--- config.mk ---
export PLATFORM = sky130hd
export DESIGN_NAME = decode_cycle
export DESIGN_NICKNAME = d
export VERILOG_FILES = /design/src/rtl/riscv_pkg.sv /design/src/rtl/register_file.sv /design/src/rtl/decode_cycle.sv
export SDC_FILE = /design/constraint.sdc
export NUM_CORES = 2
export LEC_CHECK = 0
export ABC_CLOCK_PERIOD_IN_PS = 3100
export BUFFER_PORTS_ARGS = -buffer_cell sky130_fd_sc_hd__clkbuf_2
export CORE_ASPECT_RATIO = 1.25
export CORE_MARGIN = 1.5
export CORE_UTILIZATION = 57
export CTS_CLUSTER_SIZE = 28
export DETAILED_ROUTE_END_ITERATION = 8
export HOLD_SLACK_MARGIN = 0.15
export PLACE_DENSITY = 0.75
export RECOVER_POWER = 50
export SLEW_MARGIN = 40
export SYNTH_ARGS = -nofsm -noshare
export SYNTH_HDL_FRONTEND = slang
export SYNTH_HIERARCHICAL = 1
export SYNTH_SLANG_ARGS = --single-unit
--- constraint.sdc ---
create_clock -name clk -period 3.1 [get_ports clk]
set_input_delay 0.31 -clock clk [delete_from_list [all_inputs] [get_ports clk]]
set_output_delay 0.31 -clock clk [all_outputs]
set_load 0.01 [all_outputs]
--- src/rtl/riscv_pkg.sv ---
// rtl/riscv_pkg.sv - shared RV32 decode constants, encodings and stage types
package riscv_pkg;

  localparam int XLEN   = 32;
  localparam int REG_AW = 5;
  localparam int NREGS  = 1 << REG_AW;

  localparam logic [6:0] OP_LOAD   = 7'b0000011;
  localparam logic [6:0] OP_STORE  = 7'b0100011;
  localparam logic [6:0] OP_RTYPE  = 7'b0110011;
  localparam logic [6:0] OP_BRANCH = 7'b1100011;
  localparam logic [6:0] OP_IALU   = 7'b0010011;
  localparam logic [6:0] OP_JAL    = 7'b1101111;

  typedef enum logic [1:0] {
    IMM_I = 2'b00,
    IMM_S = 2'b01,
    IMM_B = 2'b10,
    IMM_J = 2'b11
  } imm_src_e;

  typedef enum logic [1:0] {
    ALUOP_ADD   = 2'b00,
    ALUOP_SUB   = 2'b01,
    ALUOP_FUNCT = 2'b10
  } alu_op_e;

  typedef enum logic [2:0] {
    ALU_ADD = 3'b000,
    ALU_SUB = 3'b001,
    ALU_AND = 3'b010,
    ALU_OR  = 3'b011,
    ALU_SLT = 3'b101
  } alu_ctrl_e;

  typedef enum logic [1:0] {
    RES_ALU = 2'b00,
    RES_MEM = 2'b01,
    RES_PC4 = 2'b10
  } result_src_e;

  // Main decoder output, ordered as the control word is usually tabulated
  typedef struct packed {
    logic        reg_write;
    imm_src_e    imm_src;
    logic        alu_src;
    logic        mem_write;
    result_src_e result_src;
    logic        branch;
    alu_op_e     alu_op;
    logic        jump;
  } main_ctrl_t;

  // Contents of the D/E pipeline register
  typedef struct packed {
    logic              reg_write;
    result_src_e       result_src;
    logic              mem_write;
    logic              jump;
    logic              branch;
    alu_ctrl_e         alu_ctrl;
    logic              alu_src;
    logic [XLEN-1:0]   rd1;
    logic [XLEN-1:0]   rd2;
    logic [XLEN-1:0]   imm_ext;
    logic [REG_AW-1:0] rs1;
    logic [REG_AW-1:0] rs2;
    logic [REG_AW-1:0] rd;
    logic [XLEN-1:0]   pc;
    logic [XLEN-1:0]   pc_plus4;
  } de_reg_t;

endpackage

--- src/rtl/register_file.sv ---
// rtl/register_file.sv - 32x32 register file, two read ports, one write port with bypass
module register_file
  import riscv_pkg::*;
(
  input  logic              clk_i,
  input  logic              rst_ni,
  input  logic [REG_AW-1:0] raddr1_i,
  input  logic [REG_AW-1:0] raddr2_i,
  input  logic              we_i,
  input  logic [REG_AW-1:0] waddr_i,
  input  logic [XLEN-1:0]   wdata_i,
  output logic [XLEN-1:0]   rdata1_o,
  output logic [XLEN-1:0]   rdata2_o
);

  logic [XLEN-1:0] regs_q [NREGS];

  // Storage: cleared by reset, x0 never written
  always_ff @(posedge clk_i or negedge rst_ni) begin
    if (!rst_ni) begin
      for (int i = 0; i < NREGS; i++) regs_q[i] <= '0;
    end else if (we_i && (waddr_i != '0)) begin
      regs_q[waddr_i] <= wdata_i;
    end
  end

  // Read port 1: x0 reads zero, a same-cycle write is forwarded
  always_comb begin
    rdata1_o = regs_q[raddr1_i];
    if (raddr1_i == '0)                      rdata1_o = '0;
    else if (we_i && (waddr_i == raddr1_i))  rdata1_o = wdata_i;
  end

  // Read port 2: same rules as port 1
  always_comb begin
    rdata2_o = regs_q[raddr2_i];
    if (raddr2_i == '0)                      rdata2_o = '0;
    else if (we_i && (waddr_i == raddr2_i))  rdata2_o = wdata_i;
  end

endmodule

--- src/rtl/decode_cycle.sv ---
// rtl/decode_cycle.sv - RV32 decode stage with register file and D/E pipeline register
module decode_cycle
  import riscv_pkg::*;
(
  input  logic              clk,
  input  logic              reset,
  input  logic [XLEN-1:0]   InstrD,
  input  logic [XLEN-1:0]   PCD,
  input  logic [XLEN-1:0]   PCPlus4D,
  input  logic              RegWriteW,
  input  logic [REG_AW-1:0] RDW,
  input  logic [XLEN-1:0]   ResultW,
  input  logic              FlushE,
  output logic              RegWriteE,
  output logic [1:0]        ResultSrcE,
  output logic              MemWriteE,
  output logic              JumpE,
  output logic              BranchE,
  output logic [2:0]        ALUControlE,
  output logic              ALUSrcE,
  output logic [XLEN-1:0]   RD1E,
  output logic [XLEN-1:0]   RD2E,
  output logic [XLEN-1:0]   ImmExtE,
  output logic [REG_AW-1:0] Rs1E,
  output logic [REG_AW-1:0] Rs2E,
  output logic [REG_AW-1:0] RdE,
  output logic [XLEN-1:0]   PCE,
  output logic [XLEN-1:0]   PCPlus4E
);

  logic [6:0]      opcode;
  logic [2:0]      funct3;
  logic            funct7_5;
  main_ctrl_t      ctrl;
  alu_ctrl_e       alu_ctrl;
  logic [XLEN-1:0] imm_ext;
  logic [XLEN-1:0] rd1;
  logic [XLEN-1:0] rd2;
  de_reg_t         de_d;
  de_reg_t         de_q;

  assign opcode   = InstrD[6:0];
  assign funct3   = InstrD[14:12];
  assign funct7_5 = InstrD[30];

  register_file u_register_file (
    .clk_i    (clk),
    .rst_ni   (reset),
    .raddr1_i (InstrD[19:15]),
    .raddr2_i (InstrD[24:20]),
    .we_i     (RegWriteW),
    .waddr_i  (RDW),
    .wdata_i  (ResultW),
    .rdata1_o (rd1),
    .rdata2_o (rd2)
  );

  // Main control decode; unknown opcodes become a bubble
  always_comb begin
    ctrl = '0;
    case (opcode)
      OP_LOAD: begin
        ctrl.reg_write  = 1'b1;
        ctrl.imm_src    = IMM_I;
        ctrl.alu_src    = 1'b1;
        ctrl.result_src = RES_MEM;
        ctrl.alu_op     = ALUOP_ADD;
      end
      OP_STORE: begin
        ctrl.imm_src   = IMM_S;
        ctrl.alu_src   = 1'b1;
        ctrl.mem_write = 1'b1;
        ctrl.alu_op    = ALUOP_ADD;
      end
      OP_RTYPE: begin
        ctrl.reg_write = 1'b1;
        ctrl.alu_op    = ALUOP_FUNCT;
      end
      OP_BRANCH: begin
        ctrl.imm_src = IMM_B;
        ctrl.branch  = 1'b1;
        ctrl.alu_op  = ALUOP_SUB;
      end
      OP_IALU: begin
        ctrl.reg_write = 1'b1;
        ctrl.imm_src   = IMM_I;
        ctrl.alu_src   = 1'b1;
        ctrl.alu_op    = ALUOP_FUNCT;
      end
      OP_JAL: begin
        ctrl.reg_write  = 1'b1;
        ctrl.imm_src    = IMM_J;
        ctrl.result_src = RES_PC4;
        ctrl.jump       = 1'b1;
      end
      default: ctrl = '0;
    endcase
  end

  // ALU operation select; bit 30 only means subtract for register-register ops
  always_comb begin
    alu_ctrl = ALU_ADD;
    case (ctrl.alu_op)
      ALUOP_ADD: alu_ctrl = ALU_ADD;
      ALUOP_SUB: alu_ctrl = ALU_SUB;
      ALUOP_FUNCT: begin
        case (funct3)
          3'b000:  alu_ctrl = (opcode[5] && funct7_5) ? ALU_SUB : ALU_ADD;
          3'b010:  alu_ctrl = ALU_SLT;
          3'b110:  alu_ctrl = ALU_OR;
          3'b111:  alu_ctrl = ALU_AND;
          default: alu_ctrl = ALU_ADD;
        endcase
      end
      default: alu_ctrl = ALU_ADD;
    endcase
  end

  // Immediate generation, always sign-extended from bit 31
  always_comb begin
    imm_ext = '0;
    case (ctrl.imm_src)
      IMM_I: imm_ext = {{20{InstrD[31]}}, InstrD[31:20]};
      IMM_S: imm_ext = {{20{InstrD[31]}}, InstrD[31:25], InstrD[11:7]};
      IMM_B: imm_ext = {{20{InstrD[31]}}, InstrD[7], InstrD[30:25], InstrD[11:8], 1'b0};
      IMM_J: imm_ext = {{12{InstrD[31]}}, InstrD[19:12], InstrD[20], InstrD[30:21], 1'b0};
      default: imm_ext = '0;
    endcase
  end

  // Next D/E contents; a flush loads an all-zero bubble
  always_comb begin
    de_d = '0;
    if (!FlushE) begin
      de_d.reg_write  = ctrl.reg_write;
      de_d.result_src = ctrl.result_src;
      de_d.mem_write  = ctrl.mem_write;
      de_d.jump       = ctrl.jump;
      de_d.branch     = ctrl.branch;
      de_d.alu_ctrl   = alu_ctrl;
      de_d.alu_src    = ctrl.alu_src;
      de_d.rd1        = rd1;
      de_d.rd2        = rd2;
      de_d.imm_ext    = imm_ext;
      de_d.rs1        = InstrD[19:15];
      de_d.rs2        = InstrD[24:20];
      de_d.rd         = InstrD[11:7];
      de_d.pc         = PCD;
      de_d.pc_plus4   = PCPlus4D;
    end
  end

  // D/E pipeline register; reset discards whatever is in flight
  always_ff @(posedge clk or negedge reset) begin
    if (!reset) de_q <= '0;
    else        de_q <= de_d;
  end

  assign RegWriteE   = de_q.reg_write;
  assign ResultSrcE  = de_q.result_src;
  assign MemWriteE   = de_q.mem_write;
  assign JumpE       = de_q.jump;
  assign BranchE     = de_q.branch;
  assign ALUControlE = de_q.alu_ctrl;
  assign ALUSrcE     = de_q.alu_src;
  assign RD1E        = de_q.rd1;
  assign RD2E        = de_q.rd2;
  assign ImmExtE     = de_q.imm_ext;
  assign Rs1E        = de_q.rs1;
  assign Rs2E        = de_q.rs2;
  assign RdE         = de_q.rd;
  assign PCE         = de_q.pc;
  assign PCPlus4E    = de_q.pc_plus4;

endmodule

==> impl_metrics.json <==
{
  "root_buffer": "clkbuf_16",
  "cts_num_sinks": 1197,
  "rsz0062_at_grt": "false",
  "finalSetupViolCount": 0,
  "timing.rr.end": "RD2E[13]",
  "cp-end-kind": "asynchronous set/reset pin",
  "finClkSkew_ns": 0.04229,
  "crit_path_cell_trace": "dlygate4sd3_1 -> clkbuf_1 -> buf_12 -> clkbuf_4",
  "critPathRequiredTime_ns": 3.91,
  "power_frac_seq": 0.463,
  "fillCellCount": 7552,
  "critPathSlowestCell": "clkbuf_1",
  "outcome": "finished with violations",
  "cp_max_fo": 57,
  "tns_ns": 0,
  "syn_area_per_cell_sq_um": 14.32,
  "combPwrFrac": 0.197,
  "die_h_um": 370.0,
  "drc": 0,
  "rr_startpoint": "u_register_file/regs_q[653]",
  "p_leak_nw": 31.54,
  "ctsLongestPathBuffers": 3,
  "routed_wl_um": 207600,
  "wire_per_inst_um": 33.61,
  "drv_slew": 11,
  "layout_commonest_cell": "dfrtp_1",
  "synthToLayoutAreaGrowth_pct": 14.75,
  "instances_no_fill": 6178,
  "grt_antenna_before_repair": 11,
  "synth_edf_count": 0,
  "portBuffers": 321,
  "p_per_area_nw_per_um2": 625.0,
  "vias": 43190,
  "pwr-share-clk": 0.340,
  "synth_top_area_cell": "dfrtp_1",
  "fin_crit_ns": 2.733,
  "synthArstFlopShare": 1.000,
  "cts.htree.levels": 3,
  "via_per_inst": 6.991,
  "maxCapViolCount": 1,
  "start_util": 0.5752,
  "yosys.area_share.simple": 0.04016,
  "cellInternalPower_mw": 31.85,
  "ys_seq_area_frac": 0.4876,
  "rrSetupSlack_ns": 0.99,
  "hold_violations": 0,
  "dp.cells": 5812,
  "violations": "capacitance limit, slew limit",
  "first_pass_iters": 6,
  "grt.total_usage": 0.3791,
  "hpwl_um": 127900,
  "antenna_left": 0,
  "start_kind": "primary input",
  "fin_nets": 4785,
  "slew_headroom": -0.4936,
  "synth_top_family_by_area": "multiplexers",
  "synthMuxAreaShare": 0.3753,
  "grt_overflow": 0,
  "placed_cell_area_sq_um": 65150,
  "most-common-layout-cells": "dfrtp_1 (1197), mux2_2 (1036), mux4_2 (389)",
  "drive_gt1_frac": 0.4707,
  "coreArea_sq_um": 106800,
  "holdCritPathClass": "in2reg",
  "synth_compound_area_frac": 0.05487,
  "design_area_sq_um": 70500,
  "pin_count": 322,
  "yosysWarnings": 6,
  "hold-path-endpoint": "Rs1E[3]",
  "yosys.area.top_type_share": 0.4876,
  "grt_pass1_wl_um": 300300,
  "post_cts_buffers": 0,
  "peakVddDrop_mv": 0.4607,
  "multi_input_area_sq_um": 29190,
  "hold_path_depth": 3,
  "clk_pin_slew_worst_paths_ns": 0.07,
  "timing.final.crit_share": 0.8816,
  "hp-start": "InstrD[18]",
  "grt_pass1_vias": 43960,
  "synth_fp_nets": 4429,
  "path_class": "in2async",
  "ys_top_cells_by_area": "dfrtp_1 (49%), mux2_2 (19%), mux4_2 (14%), mux2i_1 (4.2%), nor2b_1 (2.1%)",
  "drt-initial-drc-count": 4917,
  "clk_latency_ns": 0.74,
  "max_freq_mhz": 365.9,
  "hold_ws_ns": 0.1820,
  "netlist_area_sq_um": 61430,
  "grt_max_degree": 140,
  "synth_xor_area_frac": 0.001568,
  "gp_congestion": 0.9298,
  "rr_worst_depth": 6,
  "cts_tree": "yes",
  "yosys_most_used_dff": "dfrtp_1",
  "cts_buffers": 115,
  "dieWidth_um": 296.6,
  "swShare": 0.2770,
  "worstMarginPinSlew_ns": 2.240,
  "ys_ff_latch": 1197,
  "power_mw": 44.06,
  "switching_power_mw": 12.21,
  "synth_cell_type_count": 72,
  "arrival_ns": 3.54,
  "regArea_sq_um": 29950,
  "die_area_sq_um": 109800,
  "syn_inst": 4290,
  "slowest_delay_ns": 1.59,
  "synth_fa_ha_area_frac": 0.0004073,
  "rows": 134
}
-- layer usage --
metal | global-route usage | wire [um] | vias to the layer above
met1 | 0.4861 | 75450 | 22690
met3 | 0.08603 | 21630 | 724
met4 | 0.2531 | 15340 | 2
met5 | 0 | 17 | -
li1 | - | - | 16940
met2 | 0.5785 | 95200 | 2836
-- cells in the mapped netlist (7+ instances only) --
cell type,instances
buf_4,43
a211o_1,8
buf_8,16
buf_6,25
nor3b_1,7
nor2b_1,202
dfrtp_1,1197
nand3_1,34
mux2i_1,255
xor2_1,7
a2111oi_0,11
o22ai_1,45
o21ai_0,78
a31oi_1,28
a21oi_1,91
nor3_1,15
a221oi_1,28
a22o_1,8
a22oi_1,71
o221ai_1,9
nor2_1,53
o211ai_1,9
clkbuf_1,227
nand2b_1,11
nand2_1,56
buf_1,63
a211oi_1,55
mux2_2,1036
buf_2,92
a221o_1,17
mux4_2,389
-- registers in the layout, indices dropped and copies added (netlist names), 3 cells and up --
signal and flops:
RD1E 32, PCPlus4E 32, RdE 5, Rs1E 5, PCE 32, RD2E 32, u_register_file/regs_q 1024, Rs2E 5
ALUControlE 3, ImmExtE 21
-- stage by stage --
| stage | worst slack (ns) | utilization |
|---|---|---|
| after CTS | 0.4244 | 0.6609 |
| after detailed placement | 0.2482 | 0.6101 |
| after global routing | 0.2070 | 0.6601 |
| after floorplan | 0.9438 | - |
| final | 0.3669 | 0.6601 |
| after global placement | 0.2443 | 0.6101 |
-- critical path: cells and delay by family --
kind,cells,cell delay (ns)
buffers and inverters,4,3.14
-- logic make-up after synthesis --
logic type               after synthesis
adder cells (fa/ha/maj)                2
multiplexers                        1683
buffers and inverters                475
XOR/XNOR                              11
AND/OR/NAND/NOR                      432
flip-flops                          1197
AO/OA/AOI/OAI                        490
-- final cells by class --
class | instances | share of cell area
sequential | 1197 | 0.4249
multi-input combinational | 2618 | 0.4140
timing repair buffer | 708 | 0.07863
clock buffer | 161 | 0.04744
tap | 1428 | 0.02535
clock inverter | 52 | 0.009052
inverter | 6 | 0.0003195
antenna | 8 | 0.0002840
-- timing repair --
item	CTS	global route
resized for setup	0	0
setup endpoints to repair	0	0
hold buffers	144	0
hold endpoints to repair	1055	0
-- power by group through the flow --
stage	sequential (mW)	combinational [mW]	clock, mW
detailed placement	20.5	8.41	0
global route	20.7	9.19	15.7
finish	20.4	8.69	15.0
global placement	20.3	8.21	0
floorplan	19.9	6.20	0
CTS	20.3	8.63	15.0
-- worst max-delay path by stage --
stage	from	end
after floorplan	InstrD[15]	RD1E[4]
after global placement	InstrD[20]	RD2E[29]
after detailed placement	InstrD[20]	RD2E[29]
after CTS	InstrD[20]	RD2E[29]
after global routing	reset	u_register_file/regs_q[580]
final	reset	u_register_file/regs_q[612]
No activity file was read; power rests on OpenSTA's default activity.
